<file path="src/rtl/jstk_spi_responder.sv">
// SPI mode-0 responder emulating the PmodJSTK end of the joystick link.
// Optional JSTK_CMD_CHECK_EN: reject command bytes not of the form 6'b100000_xx.
module jstk_spi_responder #(
  parameter int SYNC_STAGES = 2,
  parameter int POS_W       = 10
) (
  input  logic             clk,
  input  logic             rst,
  input  logic             ss_n,
  input  logic             sclk,
  input  logic             mosi,
  output logic             miso,
  output logic             miso_oe,
  input  logic [POS_W-1:0] x_pos,
  input  logic [POS_W-1:0] y_pos,
  input  logic [2:0]       btn,
  output logic [1:0]       led,
  output logic             frame_done,
  output logic             frame_err
);

  typedef enum logic {IDLE, XFER} state_t;

  state_t state, state_d;

  logic [SYNC_STAGES-1:0] ss_sync;
  logic [SYNC_STAGES-1:0] sclk_sync;
  logic [SYNC_STAGES-1:0] mosi_sync;
  logic ss_s, sclk_s, mosi_s;
  logic ss_q, sclk_q;
  logic ss_fall, ss_rise;
  logic sclk_rise, sclk_fall;

  logic [POS_W-1:0] x_q, y_q;
  logic [2:0]       btn_q;
  logic [7:0]       tx_sr;
  logic [6:0]       rx_sr;
  logic [7:0]       cmd_reg;
  logic [3:0]       bit_cnt;
  logic [2:0]       byte_idx;
  logic [2:0]       nxt_idx;
  logic [7:0]       nxt_byte;
  logic [7:0]       first_byte;

  logic complete, cmd_ok;
  logic done_d, err_d, led_upd;

  function automatic logic [7:0] frame_byte(
    input logic [2:0] idx,
    input logic [9:0] x,
    input logic [9:0] y,
    input logic [2:0] b
  );
    case (idx)
      3'd0:    frame_byte = x[7:0];
      3'd1:    frame_byte = {6'b0, x[9:8]};
      3'd2:    frame_byte = y[7:0];
      3'd3:    frame_byte = {6'b0, y[9:8]};
      3'd4:    frame_byte = {5'b0, b};
      default: frame_byte = 8'h00;
    endcase
  endfunction

  // Newest sample enters at bit 0, synchronized copy leaves the top bit.
  always_ff @(posedge clk or negedge rst) begin
    if (!rst) begin
      ss_sync   <= '1;
      sclk_sync <= '0;
      mosi_sync <= '0;
      ss_q      <= 1'b1;
      sclk_q    <= 1'b0;
    end else begin
      ss_sync   <= {ss_sync[SYNC_STAGES-2:0], ss_n};
      sclk_sync <= {sclk_sync[SYNC_STAGES-2:0], sclk};
      mosi_sync <= {mosi_sync[SYNC_STAGES-2:0], mosi};
      ss_q      <= ss_s;
      sclk_q    <= sclk_s;
    end
  end

  assign ss_s      = ss_sync[SYNC_STAGES-1];
  assign sclk_s    = sclk_sync[SYNC_STAGES-1];
  assign mosi_s    = mosi_sync[SYNC_STAGES-1];
  assign ss_fall   = ss_q & ~ss_s;
  assign ss_rise   = ~ss_q & ss_s;
  assign sclk_rise = ~sclk_q & sclk_s;
  assign sclk_fall = sclk_q & ~sclk_s;

  assign nxt_idx    = (byte_idx == 3'd7) ? 3'd7 : 3'(byte_idx + 3'd1);
  assign nxt_byte   = frame_byte(nxt_idx, 10'(x_q), 10'(y_q), btn_q);
  assign first_byte = frame_byte(3'd0, 10'(x_pos), 10'(y_pos), btn);

  assign complete = ((byte_idx >= 3'd4) && (bit_cnt == 4'd8)) ||
                    (byte_idx >= 3'd5);

`ifdef JSTK_CMD_CHECK_EN
  assign cmd_ok = (cmd_reg[7:2] == 6'b100000);
`else
  logic unused_cmd;
  assign unused_cmd = ^cmd_reg[7:2];
  assign cmd_ok     = 1'b1;
`endif

  always_ff @(posedge clk or negedge rst) begin
    if (!rst) state <= IDLE;
    else      state <= state_d;
  end

  always_comb begin
    state_d = state;
    done_d  = 1'b0;
    err_d   = 1'b0;
    led_upd = 1'b0;
    unique case (state)
      IDLE: if (ss_fall) state_d = XFER;
      XFER: begin
        if (ss_rise) begin
          state_d = IDLE;
          if (complete && cmd_ok) begin
            done_d  = 1'b1;
            led_upd = 1'b1;
          end else begin
            err_d = 1'b1;
          end
        end
      end
      default: state_d = IDLE;
    endcase
  end

  // ss_n rise takes priority over any sclk edge seen on the same clk.
  always_ff @(posedge clk or negedge rst) begin
    if (!rst) begin
      miso       <= 1'b0;
      miso_oe    <= 1'b0;
      led        <= 2'b00;
      frame_done <= 1'b0;
      frame_err  <= 1'b0;
      x_q        <= '0;
      y_q        <= '0;
      btn_q      <= '0;
      tx_sr      <= '0;
      rx_sr      <= '0;
      cmd_reg    <= '0;
      bit_cnt    <= '0;
      byte_idx   <= '0;
    end else begin
      frame_done <= done_d;
      frame_err  <= err_d;
      if (led_upd) led <= cmd_reg[1:0];
      if (state == IDLE) begin
        if (ss_fall) begin
          x_q      <= x_pos;
          y_q      <= y_pos;
          btn_q    <= btn;
          tx_sr    <= first_byte;
          miso     <= first_byte[7];
          miso_oe  <= 1'b1;
          bit_cnt  <= '0;
          byte_idx <= '0;
        end
      end else if (ss_rise) begin
        miso    <= 1'b0;
        miso_oe <= 1'b0;
      end else if (sclk_rise) begin
        rx_sr <= {rx_sr[5:0], mosi_s};
        if (bit_cnt != 4'd8) bit_cnt <= bit_cnt + 4'd1;
        if (byte_idx == 3'd0 && bit_cnt == 4'd7)
          cmd_reg <= {rx_sr, mosi_s};
      end else if (sclk_fall) begin
        if (bit_cnt == 4'd8) begin
          byte_idx <= nxt_idx;
          bit_cnt  <= '0;
          tx_sr    <= nxt_byte;
          miso     <= nxt_byte[7];
        end else begin
          tx_sr <= {tx_sr[6:0], 1'b0};
          miso  <= tx_sr[6];
        end
      end
    end
  end

endmodule

</file>
<file path="config.mk">
export PLATFORM = sky130hd
export DESIGN_NAME = jstk_spi_responder
export DESIGN_NICKNAME = d
export VERILOG_FILES = /design/src/rtl/jstk_spi_responder.sv
export SDC_FILE = /design/constraint.sdc
export NUM_CORES = 1
export LEC_CHECK = 0
export ABC_AREA = 1
export CAP_MARGIN = 40
export CORE_MARGIN = 2
export CORE_UTILIZATION = 55
export CTS_BUF_LIST = sky130_fd_sc_hd__clkbuf_16
export DETAILED_ROUTE_END_ITERATION = 6
export GPL_ROUTABILITY_DRIVEN = 0
export HOLD_SLACK_MARGIN = 0.05
export PLACE_DENSITY = 0.83
export SLEW_MARGIN = 20
export SYNTH_ARGS = -nofsm -noshare
export SYNTH_HDL_FRONTEND = slang
export SYNTH_SLANG_ARGS = --single-unit
</file>
<file path="constraint.sdc">
create_clock -name clk -period 2.14 [get_ports clk]
set_input_delay 0.214 -clock clk [delete_from_list [all_inputs] [get_ports clk]]
set_output_delay 0.214 -clock clk [all_outputs]
set_load 0.05 [all_outputs]
</file>
Yosys cells after proc, flatten, opt, wreduce, memory -nomap -nowiden
Index checks and enable logic that the tools add are counted.

storage, ports and cells
  register bits after elaboration = 55
  bits of input ports = 28
  output and inout bits = 6
  logic and storage cells = 104

operators by class
  add/sub/neg operators = 2
  $lt $le $gt $ge = 2
  equal/unequal tests = 18
  muxes and demuxes = 39
  bitwise gates (word level) = 10
  reductions and logical operators = 14

operators with widths
  cell                   number
  $mux W7                6
  $pmux W8 S5            1
  $mux W4                7
  $mux W3                7
  $mux W1                17
  $reduce_and A5 Y1      2
  $ne A3 B1 Y1 const B   3
  $reduce_and A4 Y1      2
  $eq A3 B2 Y1 const B   2
  $eq A3 B3 Y1 const B   2
  $ge A3 B3 Y1 const B   2
  $logic_not A3 Y1       2
  $ne A2 B1 Y1 const B   3
  $not A1 Y1             6
  $reduce_and A3 Y1      2
  $add A4 B1 Y4 const B  1
  $and A1 B1 Y1          4
  $eq A4 B3 Y1 const B   1
  $eq A4 B4 Y1 const B   1
  $ne A2 B2 Y1 const B   2
  $ne A4 B4 Y1 const B   1
  $reduce_and A2 Y1      2
  $add A3 B1 Y3 const B  1
  $eq A3 B1 Y1 const B   1
  other kinds (6)        7

Depth between registers and ports, before layout
Gate-level depths: netlist of the first run.

  word-level depth = 9
  mapped depth = 10
  mapped depth without buffers = 10

Worst setup path before layout of the first run
No wires, ideal clock.

  kind = register to register
  start = reg byte_idx[0]
  end = reg tx_sr[3]
  library setup time = 0.077 ns
  arrival time = 1.501 ns
  required time = 2.063 ns
  setup slack = 0.562 ns
  cell stages (with the launch flop) = 11
  path through = dfrtp_1 > inv_2 > ha_1 > buf_2 > inv_2 > nand2_1 > nand2_1 > nand2_1 > nor2_4 > nand2_1 > a21oi_1

between the ends
  word-level cells in the longest chain between the ends = 9
  elaborated cells on any way between the ends = 14
  those cells by class = 1 x add/sub; 5 x eq/ne; 7 x mux; 1 x reduce/logical

ends and longest elaborated chain
  item                                           line  source
  start, declared                                40    logic [2:0] byte_idx;
  start signal, assigned                         172   byte_idx <= nxt_idx;
  $add A3 B1 Y3 or $eq A3 B3 Y1 (tied branches)  89    assign nxt_idx = (byte_idx == 3'd7) ? 3'd7 : 3'(byte_idx + 3'd1);
  $mux W3 (*)                                    89
  $eq A3 B3 Y1 (tied with other cells)           54    case (idx)
  $pmux W8 S5 (*)                                54
  $mux W7 (*)                                    171   if (bit_cnt == 4'd8) begin
  $mux W7 (*)                                    170   end else if (sclk_fall) begin
  $mux W7 (*)                                    165   end else if (sclk_rise) begin
  $mux W7 (*)                                    162   end else if (ss_rise) begin
  $mux W7 (*)                                    151   if (state == IDLE) begin
  end signal, assigned                           156   tx_sr <= first_byte;
  end signal, assigned                           174   tx_sr <= nxt_byte;
  end signal, assigned                           177   tx_sr <= {tx_sr[6:0], 1'b0};
  end, declared                                  36    logic [7:0] tx_sr;

Mark *: on every way between the ends. The rest lies on a longest branch, timed or not. The select of a mux whose other input is x is not followed.
A chain may end at the register's enable or synchronous reset.

Worst setup path after layout of the first run
  start = reg byte_idx[0]
  end = reg tx_sr[1]

The elaborated chain is that of the path after synthesis.

==> results of run 1 <==
[cells by family (layout without fill, tap and decap cells)]
| family | after synthesis | after routing | share of synthesized area [%] |
|---|---|---|---|
| simple gates | 114 | 114 | 21.2 |
| mux | 12 | 12 | 5.07 |
| buf+inv | 50 | 89 | 8.08 |
| flops | 55 | 55 | 51.8 |
| fa+ha+maj | 5 | 5 | 2.35 |
| compound gates | 52 | 52 | 11.2 |
| xor+xnor | 1 | 1 | 0.329 |
[area by class of cell]
class	count	area, sq um	area share, %
Clock buffer	5	125	3.91
Inverter	43	166	5.20
Sequential cell	55	1380	43.1
Timing Repair Buffer	38	378	11.8
Tap cell	54	67.6	2.11
Clock inverter	3	16.3	0.508
Multi-Input combinational cell	184	1070	33.4
[per-stage QoR]
stage	cells	power (W)
3_3_place_gp	373	0.00179
3_5_place_dp	373	0.00182
4_1_cts	382	0.00259
6_report	382	0.00257
2_1_floorplan	289	0.00164
5_1_grt	382	0.00270
[where the power goes]
group          switching [W]  internal, W  total, W
Combinational       0.000279     0.000219  0.000498
Sequential         0.0000920      0.00121   0.00130
Clock               0.000345     0.000427  0.000773
Total               0.000717      0.00186   0.00257
[layer usage]
layer / track usage (%) / vias up / share of wire [%]
li1: - / 1011 / -
met1: 27.2 / 966 / 45
met2: 33.3 / 53 / 49
met3: 4.39 / 11 / 4.2
met4: 8.28 / 0 / 1.8
met5: 0 / - / 0
[synthesized netlist by cell type, types with 2 or more instances]
cell type / number / area, sq um
nor2_1: 29 / 109
inv_1: 35 / 131
a21oi_1: 18 / 90.1
nand4_1: 12 / 75.1
buf_2: 3 / 15.0
nor2_2: 3 / 18.8
nand3_1: 4 / 20.0
dfrtp_1: 52 / 1300
mux2_2: 12 / 135
nand2_2: 2 / 12.5
o22ai_1: 6 / 37.5
ha_1: 5 / 62.6
o21ai_0: 19 / 95.1
nand3_4: 2 / 35.0
a21oi_2: 2 / 17.5
inv_2: 7 / 26.3
nand2_1: 54 / 203
nor2_4: 3 / 33.8
buf_6: 2 / 22.5
dfstp_2: 3 / 78.8
o21ai_1: 5 / 25.0
[repair_timing]
item | in CTS | in global routing
gates resized for setup | 0 | 0
endpoints found under the hold margin | 52 | 0
hold buffers | 1 | 0
[how the worst max path moves through the flow]
stage,from,endpoint,slack [ns],cells past startpoint
floorplan,byte_idx[0]$_DFFE_PN0P_,tx_sr[3]$_DFFE_PN0P_,0.56,10
global placement,byte_idx[0]$_DFFE_PN0P_,tx_sr[2]$_DFFE_PN0P_,0.40,9
detailed placement,byte_idx[0]$_DFFE_PN0P_,tx_sr[1]$_DFFE_PN0P_,0.31,9
CTS,byte_idx[0]$_DFFE_PN0P_,tx_sr[1]$_DFFE_PN0P_,0.22,9
global route,byte_idx[0]$_DFFE_PN0P_,tx_sr[1]$_DFFE_PN0P_,0.08,9
finish,byte_idx[0]$_DFFE_PN0P_,tx_sr[1]$_DFFE_PN0P_,0.18,9
[critical path: stages, from the launching register on]
cell	delay, ns
dfrtp_1	0.44
inv_2	0.12
ha_1	0.45
inv_2	0.17
nand2_1	0.10
nand2_1	0.07
nand2_1	0.08
nor2_4	0.17
nand2_1	0.09
a21oi_1	0.19
==> metrics.md, run 1 <==
| Metric | Value |
|---|---|
| Starting Density | 56.8% |
| Final ANT Viol Nets | 0 |
| Reg2reg path depth | 9 |
| Setup_tns | 0 ns |
| Initial antenna violation count | 0 |
| Syn Inst Count | 289 |
| Synth Flop Type | dfrtp_1 |
| CTS max path bufs | 2 |
| Core area | 4690 sq um |
| Yosys warning count | 0 |
| Worst-margin pin slew | 0.491 ns |
| Setup slack after placement | 0.306 ns |
| WL/cell | 13.2 microns |
| CP max FO | 9 |
| Worst Hold Launch | ss_n |
| Fmax | 511 MHz |
| Drc violations | 0 |
| Post-synth EDFFs | 0 |
| Total track usage | 20.7% |
| Largest net degree at the start of global routing | 56 |
| CTS tree | done |
| Num CTS Buffers | 5 |
| Vias per cell | 5.34 |
| Max cap viols | 0 |
| Finished Cell Area | 3200 sq um |
| Hold path cells | 1 |
| R2R Path Start | byte_idx[0]$_DFFE_PN0P_ |
| Clock Pin Slew Worst Setup and Hold Paths | 0.06 ns |
| HP Class | input port to flop |
| Synth Register Bits | 55 |
| 1st-iter DRT viols | 106 |
| IO buf count | 33 |
| WS Path Type | flop to flop |
| Slew Limit Fails | 0 |
| RSZ-0062 raised after global routing | false |
| Dpl cell area | 3050 sq um |
| Clk Latency, worst-skew pair | 0.29 ns |
| Die height | 73.6 microns |
| Fin Clk Skew | 0.00492 ns |
| Final WL | 5.04 mm |
| Final layout net count | 360 |
| Die Area | 5420 sq um |
| Cell Pwr Density | 803 nW/um^2 |
| First-pass GRT wire length | 8.58 mm |
| Final hold slack | 0.337 ns |
| Grt total ovfl | 0 |
| # rows | 25 |
| Area Growth Syn to Fin | 20.2% |
| Final period utilization | 91.5% |
| Hpwl dp | 3.62 mm |
| Final Setup Violations | 0 |
| R2R setup slack | 0.18 ns |
| Syn nets | 322 |
| Minimum clock period | 1.96 ns |
| Crit Reg-Reg Endpoint | tx_sr[1]$_DFFE_PN0P_ |
| CP Capture Type | flop |
| Sequential share of the synthesized area | 51.8% |
| Die Wd | 73.6 microns |
| Post-CTS Setup Inserts | 0 |
| Syn_area_per_cell | 9.22 sq um |
| Final Hold Viols | 0 |
| Worst VDD drop | 0.615 mV |
| IO Pins | 34 |
| Crit path DAT | 2.15 ns |
| Sink Count | 55 |
| Cell Area, Synth | 2660 sq um |
| Fillers | 367 |
| Slew margin rel. | 67.2% |
| Startpoint types | flop |
| Commonest non-fill, non-tap cell in the layout | nand2_1 |
| Final worst setup slack | 0.182 ns |
| Status | completed |
| TritonRoute pass-1 iters | 4 |
| Number of global-route vias before repair | 1914 |
| Crit path required time | 2.33 ns |
| Static Leak | 1.50 nW |
| H-tree Lvls | 2 |
| ANT cells | 0 |
| Root buffer cell | clkbuf_16 |
| Hold path endpoint | ss_sync[0]$_DFF_PN1_ |
| Layout cell share with drive strength beyond 1 | 16.2% |
| Synth unique cells | 32 |
| Vias post-DR | 2041 |
| Final Util | 68.2% |
| Async S/R FF share, synth | 100% |
| Commonest non-fill, non-tap cells in the layout | 54 x nand2_1, 52 x dfrtp_1, 36 x inv_1 |
| Top flop regs | x_q x10, y_q x10, tx_sr x7 |
(Power assumes the default switching activity.)
==> run 2: changes to the inputs <==
- CTS_CLUSTER_SIZE: default -> 14
==> results of run 2 <==
The final DEF is identical to that of run 1; final timing and power are the same.
==> run 3: changes to the inputs <==
- ABC_CLOCK_PERIOD_IN_PS: default -> 2140
==> results of run 3 <==
The final DEF is identical to that of run 1; final timing and power are the same.
